$ cat src/rtl/wts_adsr_pkg.sv
// Shared types and constants for the 5-channel WTS ADSR envelope generator.
package wts_adsr_pkg;

   localparam int unsigned NUM_CH = 5;
   localparam logic [6:0] ENV_MAX = 7'd64;

   typedef enum logic [2:0] {
      StIdle,
      StAttack,
      StDecay,
      StSustain,
      StRelease
   } adsr_state_t;

endpackage

$ cat src/rtl/wts_adsr_env_step.sv
// Combinational next-state of one envelope channel; shared by whichever slot is active.
module wts_adsr_env_step
   import wts_adsr_pkg::*;
(
   input  adsr_state_t state_i,
   input  logic [6:0]  level_i,
   input  logic [7:0]  cnt_i,
   input  logic [7:0]  ar_i,
   input  logic [7:0]  dr_i,
   input  logic [7:0]  sr_i,
   input  logic [7:0]  rr_i,
   input  logic [5:0]  sl_i,
   input  logic        key_on_i,
   input  logic        key_release_i,
   input  logic        key_off_i,
   output adsr_state_t state_o,
   output logic [6:0]  level_o,
   output logic [7:0]  cnt_o
);

   logic [7:0] rate;
   logic       rate_hit;

   always_comb begin
      case (state_i)
         StAttack:  rate = ar_i;
         StDecay:   rate = dr_i;
         StSustain: rate = sr_i;
         StRelease: rate = rr_i;
         default:   rate = 8'd0;
      endcase
   end

   assign rate_hit = (rate != 8'd0) && (cnt_i == rate - 8'd1);

   always_comb begin
      state_o = state_i;
      level_o = level_i;
      cnt_o   = cnt_i;
      if (key_off_i) begin
         state_o = StIdle;
         level_o = 7'd0;
         cnt_o   = 8'd0;
      end else if (key_on_i) begin
         // retrigger keeps the current level
         cnt_o   = 8'd0;
         state_o = StAttack;
         if (ar_i == 8'd0) begin
            level_o = ENV_MAX;
            state_o = StDecay;
         end
      end else if (key_release_i && state_i != StIdle) begin
         state_o = StRelease;
         cnt_o   = 8'd0;
      end else begin
         if (rate != 8'd0) cnt_o = rate_hit ? 8'd0 : cnt_i + 8'd1;
         case (state_i)
            StAttack: begin
               if (ar_i == 8'd0 || level_i >= ENV_MAX) begin
                  level_o = ENV_MAX;
                  state_o = StDecay;
                  cnt_o   = 8'd0;
               end else if (rate_hit) begin
                  level_o = level_i + 7'd1;
                  if (level_i + 7'd1 == ENV_MAX) state_o = StDecay;
               end
            end
            StDecay: begin
               if (level_i <= {1'b0, sl_i}) begin
                  state_o = StSustain;
                  cnt_o   = 8'd0;
               end else if (rate_hit) begin
                  level_o = level_i - 7'd1;
               end
            end
            StSustain: begin
               if (rate_hit && level_i != 7'd0) level_o = level_i - 7'd1;
            end
            StRelease: begin
               if (level_i == 7'd0) begin
                  state_o = StIdle;
                  cnt_o   = 8'd0;
               end else if (rate_hit) begin
                  level_o = level_i - 7'd1;
                  if (level_i == 7'd1) state_o = StIdle;
               end
            end
            default: cnt_o = 8'd0;
         endcase
      end
   end

endmodule

$ cat src/rtl/wts_adsr_envelope_generator_5ch.sv
// Five ADSR envelopes updated time-multiplexed by 'active'; envelope shows the selected level.
module wts_adsr_envelope_generator_5ch
   import wts_adsr_pkg::*;
(
   input  logic        clk,
   input  logic        reset,
   input  logic [2:0]  active,
   output logic [6:0]  envelope,
   input  logic        ch_a_key_on,
   input  logic        ch_a_key_release,
   input  logic        ch_a_key_off,
   input  logic        ch_b_key_on,
   input  logic        ch_b_key_release,
   input  logic        ch_b_key_off,
   input  logic        ch_c_key_on,
   input  logic        ch_c_key_release,
   input  logic        ch_c_key_off,
   input  logic        ch_d_key_on,
   input  logic        ch_d_key_release,
   input  logic        ch_d_key_off,
   input  logic        ch_e_key_on,
   input  logic        ch_e_key_release,
   input  logic        ch_e_key_off,
   input  logic [7:0]  reg_ar_a, reg_ar_b, reg_ar_c, reg_ar_d, reg_ar_e,
   input  logic [7:0]  reg_dr_a, reg_dr_b, reg_dr_c, reg_dr_d, reg_dr_e,
   input  logic [7:0]  reg_sr_a, reg_sr_b, reg_sr_c, reg_sr_d, reg_sr_e,
   input  logic [7:0]  reg_rr_a, reg_rr_b, reg_rr_c, reg_rr_d, reg_rr_e,
   input  logic [5:0]  reg_sl_a, reg_sl_b, reg_sl_c, reg_sl_d, reg_sl_e,
   input  logic [1:0]  reg_wave_length_a, reg_wave_length_b, reg_wave_length_c,
   input  logic [1:0]  reg_wave_length_d, reg_wave_length_e,
   input  logic [11:0] reg_frequency_count_a, reg_frequency_count_b, reg_frequency_count_c,
   input  logic [11:0] reg_frequency_count_d, reg_frequency_count_e
);

   logic [NUM_CH-1:0] key_on, key_release, key_off;
   logic [NUM_CH-1:0] ev_on, ev_release, ev_off;
   logic [NUM_CH-1:0] pend_on_q, pend_release_q, pend_off_q;
   logic [NUM_CH-1:0] pend_on_d, pend_release_d, pend_off_d;
   logic [NUM_CH-1:0] slot_hit;
   logic [7:0]        ar [NUM_CH];
   logic [7:0]        dr [NUM_CH];
   logic [7:0]        sr [NUM_CH];
   logic [7:0]        rr [NUM_CH];
   logic [5:0]        sl [NUM_CH];

   adsr_state_t       state_q [NUM_CH];
   logic [6:0]        level_q [NUM_CH];
   logic [7:0]        cnt_q   [NUM_CH];

   logic              slot_valid;
   logic [2:0]        sel;
   adsr_state_t       step_state;
   logic [6:0]        step_level;
   logic [7:0]        step_cnt;
   logic              unused_key_scale;

   assign key_on      = {ch_e_key_on, ch_d_key_on, ch_c_key_on, ch_b_key_on, ch_a_key_on};
   assign key_release = {ch_e_key_release, ch_d_key_release, ch_c_key_release,
                         ch_b_key_release, ch_a_key_release};
   assign key_off     = {ch_e_key_off, ch_d_key_off, ch_c_key_off, ch_b_key_off, ch_a_key_off};

   assign ar = '{reg_ar_a, reg_ar_b, reg_ar_c, reg_ar_d, reg_ar_e};
   assign dr = '{reg_dr_a, reg_dr_b, reg_dr_c, reg_dr_d, reg_dr_e};
   assign sr = '{reg_sr_a, reg_sr_b, reg_sr_c, reg_sr_d, reg_sr_e};
   assign rr = '{reg_rr_a, reg_rr_b, reg_rr_c, reg_rr_d, reg_rr_e};
   assign sl = '{reg_sl_a, reg_sl_b, reg_sl_c, reg_sl_d, reg_sl_e};

   // Key scaling inputs are reserved and intentionally unused.
   assign unused_key_scale = ^{reg_wave_length_a, reg_wave_length_b, reg_wave_length_c,
                               reg_wave_length_d, reg_wave_length_e,
                               reg_frequency_count_a, reg_frequency_count_b,
                               reg_frequency_count_c, reg_frequency_count_d,
                               reg_frequency_count_e};

   assign slot_valid = (active < 3'(NUM_CH));
   assign sel        = slot_valid ? active : 3'd0;

   always_comb begin
      slot_hit = '0;
      if (slot_valid) slot_hit[sel] = 1'b1;
   end

   // A live pulse and a held pending flag are equivalent; the owning slot consumes both.
   assign ev_on          = key_on | pend_on_q;
   assign ev_release     = key_release | pend_release_q;
   assign ev_off         = key_off | pend_off_q;
   assign pend_on_d      = ev_on & ~slot_hit;
   assign pend_release_d = ev_release & ~slot_hit;
   assign pend_off_d     = ev_off & ~slot_hit;

   wts_adsr_env_step u_step (
      .state_i       (state_q[sel]),
      .level_i       (level_q[sel]),
      .cnt_i         (cnt_q[sel]),
      .ar_i          (ar[sel]),
      .dr_i          (dr[sel]),
      .sr_i          (sr[sel]),
      .rr_i          (rr[sel]),
      .sl_i          (sl[sel]),
      .key_on_i      (ev_on[sel]),
      .key_release_i (ev_release[sel]),
      .key_off_i     (ev_off[sel]),
      .state_o       (step_state),
      .level_o       (step_level),
      .cnt_o         (step_cnt)
   );

   always_ff @(posedge clk) begin
      if (reset) begin
         pend_on_q      <= '0;
         pend_release_q <= '0;
         pend_off_q     <= '0;
         for (int i = 0; i < NUM_CH; i++) begin
            state_q[i] <= StIdle;
            level_q[i] <= 7'd0;
            cnt_q[i]   <= 8'd0;
         end
      end else begin
         pend_on_q      <= pend_on_d;
         pend_release_q <= pend_release_d;
         pend_off_q     <= pend_off_d;
         if (slot_valid) begin
            state_q[sel] <= step_state;
            level_q[sel] <= step_level;
            cnt_q[sel]   <= step_cnt;
         end
      end
   end

   assign envelope = slot_valid ? level_q[sel] : 7'd0;

endmodule

$ cat config.mk
export PLATFORM = sky130hd
export DESIGN_NAME = wts_adsr_envelope_generator_5ch
export DESIGN_NICKNAME = d
export VERILOG_FILES = /design/src/rtl/wts_adsr_pkg.sv /design/src/rtl/wts_adsr_env_step.sv /design/src/rtl/wts_adsr_envelope_generator_5ch.sv
export SDC_FILE = /design/constraint.sdc
export NUM_CORES = 1
export LEC_CHECK = 0
export CAP_MARGIN = 20
export CORE_UTILIZATION = 45
export CTS_CLUSTER_SIZE = 10
export DETAILED_ROUTE_END_ITERATION = 6
export GPL_TIMING_DRIVEN = 0
export PLACE_DENSITY = 0.8
export SLEW_MARGIN = 25
export SYNTH_ARGS = -nofsm -noshare
export SYNTH_HDL_FRONTEND = slang
export SYNTH_SLANG_ARGS = --single-unit
$ cat constraint.sdc
create_clock -name clk -period 7.5 [get_ports clk]
set_input_delay 1.5 -clock clk [delete_from_list [all_inputs] [get_ports clk]]
set_output_delay 1.5 -clock clk [all_outputs]
set_load 0.01 [all_outputs]
==> run_results.csv <==
group,metric,value,unit
yosys,async_reset_ff_share,0,%
global_route,grt_max_degree,22,
routing,ant_nets,0,
routing,drcViolationCount,0,
yosys,synth_top_area_cell,"edfxtp_1",
cells_and_area,drive_gt1_share,10.72,%
clocking,clock_latency,0.35,ns
setup_path,criticalPathCategory,"input port to flop",
setup_path,required,7.70,ns
timing,fmax,139.1,MHz
cells_and_area,antenna_cells,0,
floorplan,io_pins,287,
routing,vias_per_cell,6.232,
place,hpwl,22430,um
timing,whs,0.4726,ns
timing,final-hold-violation-count,0,
timing,slew_headroom,32.25,%
clocking,clock-root-buffer,"clkbuf_16",
routing,firstDrtPassIters,5,
place,port_buffers,215,
setup_path,arrival,7.39,ns
yosys,synth_top_area_share,33.94,%
global_route,antenna_found_initial,0,
clocking,numCtsBuffers,9,
floorplan,core_region_area,0.01730,sq mm
place,preCtsSetupSlack,-0.5645,ns
setup_path,crit_fanout,10,
yosys,yosysUniqueCellTypes,76,
yosys,syn_inst,889,
global_route,met2_usage,54.01,%
floorplan,initial_core_util,46.04,%
setup_path,rr_startpoint,"state_q[0][0]$_SDFFCE_PN0P_",
yosys,ys_seq_area_share,37.71,%
global_route,grt.overflow.total,0,
timing,fin_skew,0.01180,ns
yosys,synth_edf_count,90,
floorplan,num_rows,48,
min_path,hold_depth,2,
global_route,grt_pass1_vias,7949,
timing,timing.final.crit_share,95.88,%
pwr,powerDensity,163.1,mW/mm^2
timing,slew_violations,0,
yosys,yosysWarnings,0,
floorplan,die_w,135.0,um
min_path,worstHoldStart,"pend_release_q[3]$_SDFF_PP0_",
min_path,holdPathEnd,"pend_release_q[3]$_SDFF_PP0_",
global_route,met3_usage,4.392,%
cells_and_area,final_util,62.20,%
yosys,synthFlopType,"edfxtp_1",
routing,drt_wl_total,29760,um
timing,rsz0062_at_grt,"false",
routing,vias,8376,
clocking,cts_tree,"built",
routing,drt_iter0_markers,1008,
place,placedCellCount,1330,
global_route,use_met1,41.09,%
pwr,power.static_leakage,3.836,nW
timing,tns,0,ns
timing,period_needed,7.191,ns
run,max-cap-violations,0,
timing,worstMarginPinSlew,1.016,ns
place,gp_congestion,0.9773,
cells_and_area,num-fill-cells,1543,
status,outcome,"complete, no violations",
clocking,post_cts_buffers,0,
setup_path,start_kind,"input port",
clocking,cts_max_level,3,
setup_path,end_kind,"flop",
global_route,grt.busiest_layer,"met2",
setup_path,r2r.worst_path.cells,13,
yosys,synthTopCellsByArea,"edfxtp_1 (34%), mux2_2 (6.9%), nor2_1 (6.8%)",
yosys,synth_fp_nets,1181,
cells_and_area,syn2layout_area_growth,35.10,%
timing,final-setup-viol-count,0,
pwr,vdd_drop_max,0.0001390,V
clocking,clock_path_buffers,2,
setup_path,regToRegEndpoint,"level_q[3][6]$_SDFFCE_PN0P_",
cells_and_area,final_cells,1344,
floorplan,die_area,0.01823,sq mm
cells_and_area,nNetsFinal,1406,
routing,avgRoutedWirePerCell,22.15,um
setup_path,r2r_setup_slack,2.23,ns
timing,fin_ws,0.3093,ns
floorplan,fp.dieH,135.0,um
yosys,synth_area_per_cell,8.958,sq um
yosys,synth_seq_cells,105,
global_route,grt_pass1_wl,44400,um
min_path,hp-class,"flop to flop",
clocking,clk_pin_slew_worst_paths,0.07,ns
global_route,grt_use_total,32.18,%
clocking,clock-sinks,105,
yosys,mappedNetlistArea,0.007964,sq mm
==> layout by cell type, fill, tap and decap left out, types with 13 or more instances in the layout <==
cell	Yosys	routed
dfxtp_1	15	15
nand2_1	72	71
nand3_1	16	16
a221oi_1	16	15
a21oi_1	64	64
mux2i_1	38	38
mux2_2	49	49
clkdlybuf4s50_1	0	215
inv_1	13	13
nor2b_1	13	13
o21ai_0	22	22
edfxtp_1	90	90
clkbuf_1	32	30
nor2_1	144	144
nor3_1	20	20
o22ai_1	41	41
==> kinds of logic after synthesis <==
| kind of cell | Yosys count | synth area share, % |
|---|---|---|
| flip-flops | 105 | 37.71 |
| multiplexers | 87 | 11.70 |
| AND/OR/NAND/NOR | 338 | 19.97 |
| XOR/XNOR | 16 | 1.760 |
| adder cells (fa/ha/maj) | 12 | 1.885 |
| buffers and inverters | 72 | 3.975 |
| AO/OA/AOI/OAI | 259 | 23.00 |
==> per-layer routing <==
layer,share of wire [%],up-vias
li1,-,3858
met1,39,3881
met2,46,541
met3,10,96
met4,4.2,0
met5,0,-
==> synthesized netlist by cell type, types with 16 or more instances <==
library cell and number:
a21oi_1 64, a221oi_1 16, clkbuf_1 32, edfxtp_1 90
mux2_2 49, mux2i_1 38, nand2_1 72, nand3_1 16
nor2_1 144, nor3_1 20, o21ai_0 22, o22ai_1 41
==> area by class of cell <==
class,count,area (sq um),area share [%]
Clock inverter,5,42.54,0.3954
Clock buffer,11,264.0,2.454
Sequential cell,105,3003,27.91
Tap cell,225,281.5,2.617
Timing Repair Buffer,216,2180,20.26
Multi-Input combinational cell,712,4677,43.47
Buffer,56,259.0,2.407
Inverter,14,52.55,0.4884
==> worst max-delay path, cell delays in order <==
cell	delay, ns
clkdlybuf4s50_1	0.54
buf_2	0.26
nor2b_1	0.40
clkbuf_1	0.73
clkbuf_1	0.48
nand2_1	0.12
a21oi_1	0.18
a221oi_2	0.11
inv_2	0.21
ha_1	0.16
nor2b_1	0.13
o21a_1	0.11
o21a_1	0.11
o21a_1	0.11
o21ai_0	0.06
a32oi_1	0.37
o21ai_0	0.16
a21oi_1	0.41
or2_2	0.26
a221oi_1	0.09
or4_1	0.55
buf_1	0.17
a21oi_1	0.15
==> power breakdown <==
| part | switching [mW] | internal, mW | total (mW) | leakage [nW] |
|---|---|---|---|---|
| combinational | 0.336 | 0.272 | 0.608 | 2.61 |
| sequential | 0.00862 | 0.663 | 0.671 | 1.07 |
| clock | 0.216 | 0.259 | 0.475 | 0.154 |
==> metrics by stage <==
stage	total power, mW	instance area (sq um)
floorplan	1.033	7964
global placement	1.263	10400
detailed placement	1.274	10440
CTS	1.739	10750
global route	1.819	10760
finish	1.755	10760
==> how the worst max path moves through the flow <==
stage	from	slack, ns	end
after floorplan	active[0]	1.08	level_q[0][2]$_SDFFCE_PN0P_
after global placement	active[2]	-0.52	level_q[2][2]$_SDFFCE_PN0P_
after detailed placement	active[2]	-0.56	level_q[3][2]$_SDFFCE_PN0P_
after CTS	active[0]	0.006	level_q[3][2]$_SDFFCE_PN0P_
after global routing	active[2]	0.09	level_q[3][2]$_SDFFCE_PN0P_
final	active[2]	0.31	level_q[3][2]$_SDFFCE_PN0P_
==> sequential cells by signal (all words and copies together), names as in the netlist <==
| signal | flops |
|---|---|
| state_q | 15 |
| level_q | 35 |
| cnt_q | 40 |
| pend_on_q | 5 |
| pend_release_q | 5 |
| pend_off_q | 5 |
==> timing repair <==
action                     in CTS  in global routing
resized for setup               1                  7
setup endpoints to repair      57                 70
hold buffers                    0                  0
Power figures use the tool's default switching activity.
==> variant 1, RTL diff (same flow settings) <==
Add an input register stage for `ch_c_key_on`; this delays it by one clock. The other inputs are not delayed to match.
--- a/src/rtl/wts_adsr_envelope_generator_5ch.sv
+++ b/src/rtl/wts_adsr_envelope_generator_5ch.sv
@@ -32,6 +32,12 @@
    input  logic [11:0] reg_frequency_count_d, reg_frequency_count_e
 );
 
+   logic ch_c_key_on_q;
+
+   always_ff @(posedge clk) begin
+      ch_c_key_on_q <= ch_c_key_on;
+   end
+
    logic [NUM_CH-1:0] key_on, key_release, key_off;
    logic [NUM_CH-1:0] ev_on, ev_release, ev_off;
    logic [NUM_CH-1:0] pend_on_q, pend_release_q, pend_off_q;
@@ -54,7 +60,7 @@
    logic [7:0]        step_cnt;
    logic              unused_key_scale;
 
-   assign key_on      = {ch_e_key_on, ch_d_key_on, ch_c_key_on, ch_b_key_on, ch_a_key_on};
+   assign key_on      = {ch_e_key_on, ch_d_key_on, ch_c_key_on_q, ch_b_key_on, ch_a_key_on};
    assign key_release = {ch_e_key_release, ch_d_key_release, ch_c_key_release,
                          ch_b_key_release, ch_a_key_release};
    assign key_off     = {ch_e_key_off, ch_d_key_off, ch_c_key_off, ch_b_key_off, ch_a_key_off};
Function: changed (Yosys sat finds a counterexample within 4 cycles, from zero or initial values and one cycle with reset high).
==> variant 1 against the unedited design <==
  * Routed wire length is 0.65% lower
  * Total power down 1.0%
  * Sequential cell count up 1
  * Clock skew decreased by 3.6 ps
  * Area after synthesis grew 0.25%
  * Setup slack lost 120 ps
  * Sequential power rose by 0.9%
  * Via count rose by 0.99%
  * Register-to-register slack improved by 170 ps
  * Critical path depth shrank 3
  * Final area shrank 0.33%
==> variant 1: results (changes against the unedited design) <==
- Arr. time, crit path: 7500 ps (+110 ps)
- Slowest CP cell: nor3b_2
- Seq/Total Area, Yosys: 37.9% (+0.16 points)
- First-pass GRT wire length: 44400 microns (about the same)
- Layout cell share with drive strength beyond 1: 10.5% (-0.19 points)
- GPL Wtd Cong: 0.951 (-2.7%)
- Met3 WL: 3130 microns (+3.6%)
- Register-to-Register Path Depth: 16 (+3)
- DR vias: 8459 (+0.99%)
- NetSw: 567 uW (+1.1%)
- Met3 GRT Util: 6.43% (+2.0 points)
- Worst path max stage delay: 870 ps (+140 ps)
- Synthesized Nets: 1182 (+0.085%)
- GRT Util Overall: 32.2% (about the same)
- Clock power frac: 26.2% (-0.9 points)
- Placement Setup Slack: -600 ps (-35.7 ps)
- Placed inst area: 0.0104 sq mm (about the same)
- Fill cell total of the finished layout: 1488 (-3.6%)
- DP HPWL: 22300 microns (-0.51%)
- Crit share post-route: 97.4% (+1.5 points)
- WL final: 29600 microns (-0.65%)
- Iter 0 DRT Violations: 863 (-14%)
- Storage element area: 0.00302 sq mm (+0.67%)
- Number of synthesized flops with an enable pin: 90 (unchanged)
- GR Util met2: 53.8% (-0.16 points)
- Met1 usage: 39.6% (-1.5 points)
- Vias in the first global route: 8085 (+1.7%)
- Run status: completed
- P_seq: 677 uW (+0.9%)
- Final Non-Filler Cells: 1345 (+0.074%)
- Reg2Reg Setup Slack: 2400 ps (+170 ps)
- Post-Syn Area per Cell: 8.97 sq um (+0.14%)
- Clock Skew: 8.17 ps (-3.62 ps)
- Worst Setup End Kind: register
- Area contributors post-synth: edfxtp_1 34%, mux2_2 6.9%, nor2_1 6.8%
- Leakage: 3.82 nW (-0.38%)
- Max VDD drop: 0.131 mV (-5.7%)
- Share of power burned in registers: 39.0% (+0.7 points)
- DR pass1 iterations: 6 (+1)
- R2r endpoint: level_q[4][2]
- Hold Startpoint: pend_on_q[1]
- # nets final: 1407 (+0.071%)
- Worst-margin pin slew: 1040 ps (+25.0 ps)
- Met2 wire len: 14000 microns (+1.7%)
- WL met1: 11300 microns (-3.7%)
variant 1: final cells by class:
class	count	share of cell area, %
Clock inverter	7	0.537
Timing Repair Buffer	216	20.1
Tap cell	225	2.63
Clock buffer	9	2.10
Sequential cell	106	28.2
Buffer	56	2.40
Inverter	14	0.490
Multi-Input combinational cell	712	43.5
variant 1: how the worst min path moves through the flow:
| stage | endpoint | slack, ps | cells after the start |
|---|---|---|---|
| after global placement | pend_off_q[4] | 450 | 2 |
| after floorplan | pend_off_q[0] | 440 | 2 |
| after CTS | pend_on_q[1] | 480 | 2 |
| final | pend_on_q[1] | 470 | 2 |
| after global routing | pend_on_q[3] | 490 | 2 |
| after detailed placement | pend_off_q[0] | 460 | 2 |
variant 1: cells by family after synthesis:
kind of cell | Yosys count | share of synthesized area (%)
simple gates | 338 | 19.9
compound gates | 259 | 22.9
flops | 106 | 37.9
mux | 87 | 11.7
buf+inv | 72 | 3.96
xor+xnor | 16 | 1.76
fa+ha+maj | 12 | 1.88
==> variant 2, RTL diff (same flow settings) <==
Without the edit above. Change the package constant `ENV_MAX` from 7'd64 to 7'd48.
--- a/src/rtl/wts_adsr_pkg.sv
+++ b/src/rtl/wts_adsr_pkg.sv
@@ -2,7 +2,7 @@
 package wts_adsr_pkg;
 
    localparam int unsigned NUM_CH = 5;
-   localparam logic [6:0] ENV_MAX = 7'd64;
+   localparam logic [6:0] ENV_MAX = 7'd48;
 
    typedef enum logic [2:0] {
       StIdle,
Formal check against the unedited RTL: not equivalent (a bounded check fails within 4 cycles, from zero or initial values and one cycle with reset high).
==> variant 2 against the unedited design <==
  * Non-clock buffer count down 8
  * Total power down 1.5%
  * Sequential cell count unchanged
  * Hold slack about the same
  * Setup slack better by 88 ps
  * Critical path depth down 5
  * Area after synthesis down 0.49%
  * Sequential power about the same
  * Final area down 0.64%
  * Routed wire length up 1.1%
==> variant 2: results (changes against the unedited design) <==
- Run status: completed
- GPL Wtd Cong: 0.992 (+1.5%)
- Reg2Reg Setup Slack: 2680 ps (+450 ps)
- DR pass1 iterations: 6 (+1)
- Leakage: 3.84 nW (+0.23%)
- Clock Power: 434 uW (-8.6%)
- Hold Startpoint: pend_release_q[4]
- Launch point of the worst reg-to-reg path: state_q[0][2]
- Layout cell share with drive strength beyond 1: 12.2% (+1.4 points)
- Clock Skew: 9.34 ps (-2.45 ps)
- Share of power burned in registers: 38.9% (+0.6 points)
- Max VDD drop: 0.157 mV (+13%)
- Seq/Total Area, Yosys: 37.9% (+0.18 points)
- WL met1: 11300 microns (-3.6%)
- Crit path capture: level_q[3][1]
- Port bufs: 216 (+0.47%)
- Worst path max stage delay: 750 ps (+20 ps)
- Arr. time, crit path: 7180 ps (-210 ps)
- Met3 GRT Util: 6.68% (+2.3 points)
- Synth cell count leaders: 170 x nor2_1, 90 x edfxtp_1, 84 x nand2_1
- # nets final: 1364 (-3.0%)
- Worst setup startpoint: active[1]
- Rel. slew slack: 31.0% (-1.2 points)
- R2r endpoint: state_q[1][2]
- DP HPWL: 22900 microns (+1.9%)
- Area contributors post-synth: edfxtp_1 34%, nor2_1 8.1%, mux2i_1 5.6%
- Vias in the first global route: 7892 (-0.72%)
- Number of vias per cell: 6.23 (about the same)
-- variant 2: changes by cell type after synthesis, moves of 10 or more --
cell / unedited run / this run
a21oi_1: 64 / 29
a221oi_1: 16 / 6
clkbuf_1: 32 / 16
mux2_2: 49 / 39
nand2_1: 72 / 84
nor2_1: 144 / 170
o211ai_1: 12 / 1
o221ai_1: 7 / 21
o22ai_1: 41 / 23
-- variant 2: tightest hold or removal path, stage by stage, from the launching register on --
cell	delay, ps
dfxtp_1	310
nor2_1	50
nor2_1	90
-- variant 2: kinds of logic after synthesis --
kind of cell    Yosys count  share of synthesized area (%)
simple gates            349                           20.2
compound gates          209                           21.4
flops                   105                           37.9
mux                      88                           12.0
buf+inv                  61                           4.44
xor+xnor                 20                           2.21
fa+ha+maj                12                           1.89
-- variant 2: layout make-up --
| type | count | area, sq um | share of cell area [%] |
|---|---|---|---|
| plain buffers | 47 | 302 | 2.82 |
| clock buffers | 12 | 236 | 2.21 |
| clock inverters | 4 | 30.0 | 0.281 |
| inverters | 14 | 52.6 | 0.492 |
| multi-input cells | 678 | 4610 | 43.2 |
| flip-flops and latches | 105 | 3000 | 28.1 |
| well taps | 225 | 282 | 2.63 |
| repair buffers | 217 | 2170 | 20.3 |
-- variant 2: worst min path at each step --
stage | endpoint | depth (start not counted)
global route | pend_release_q[4] | 2
finish | pend_release_q[4] | 2
floorplan | pend_off_q[1] | 2
detailed placement | pend_off_q[4] | 2
CTS | pend_release_q[4] | 2
global placement | pend_off_q[4] | 2
-- variant 2: through the flow --
stage	cells	total power [mW]	hold WS (ps)	cell area [sq um]	setup TNS (ps)
final	1302	1.73	473	10700	0
after global routing	1302	1.79	494	10700	0
after CTS	1302	1.71	475	10700	0
after detailed placement	1286	1.29	458	10400	-6060
after global placement	1285	1.28	450	10400	-31590
after floorplan	844	1.05	440	7930	0
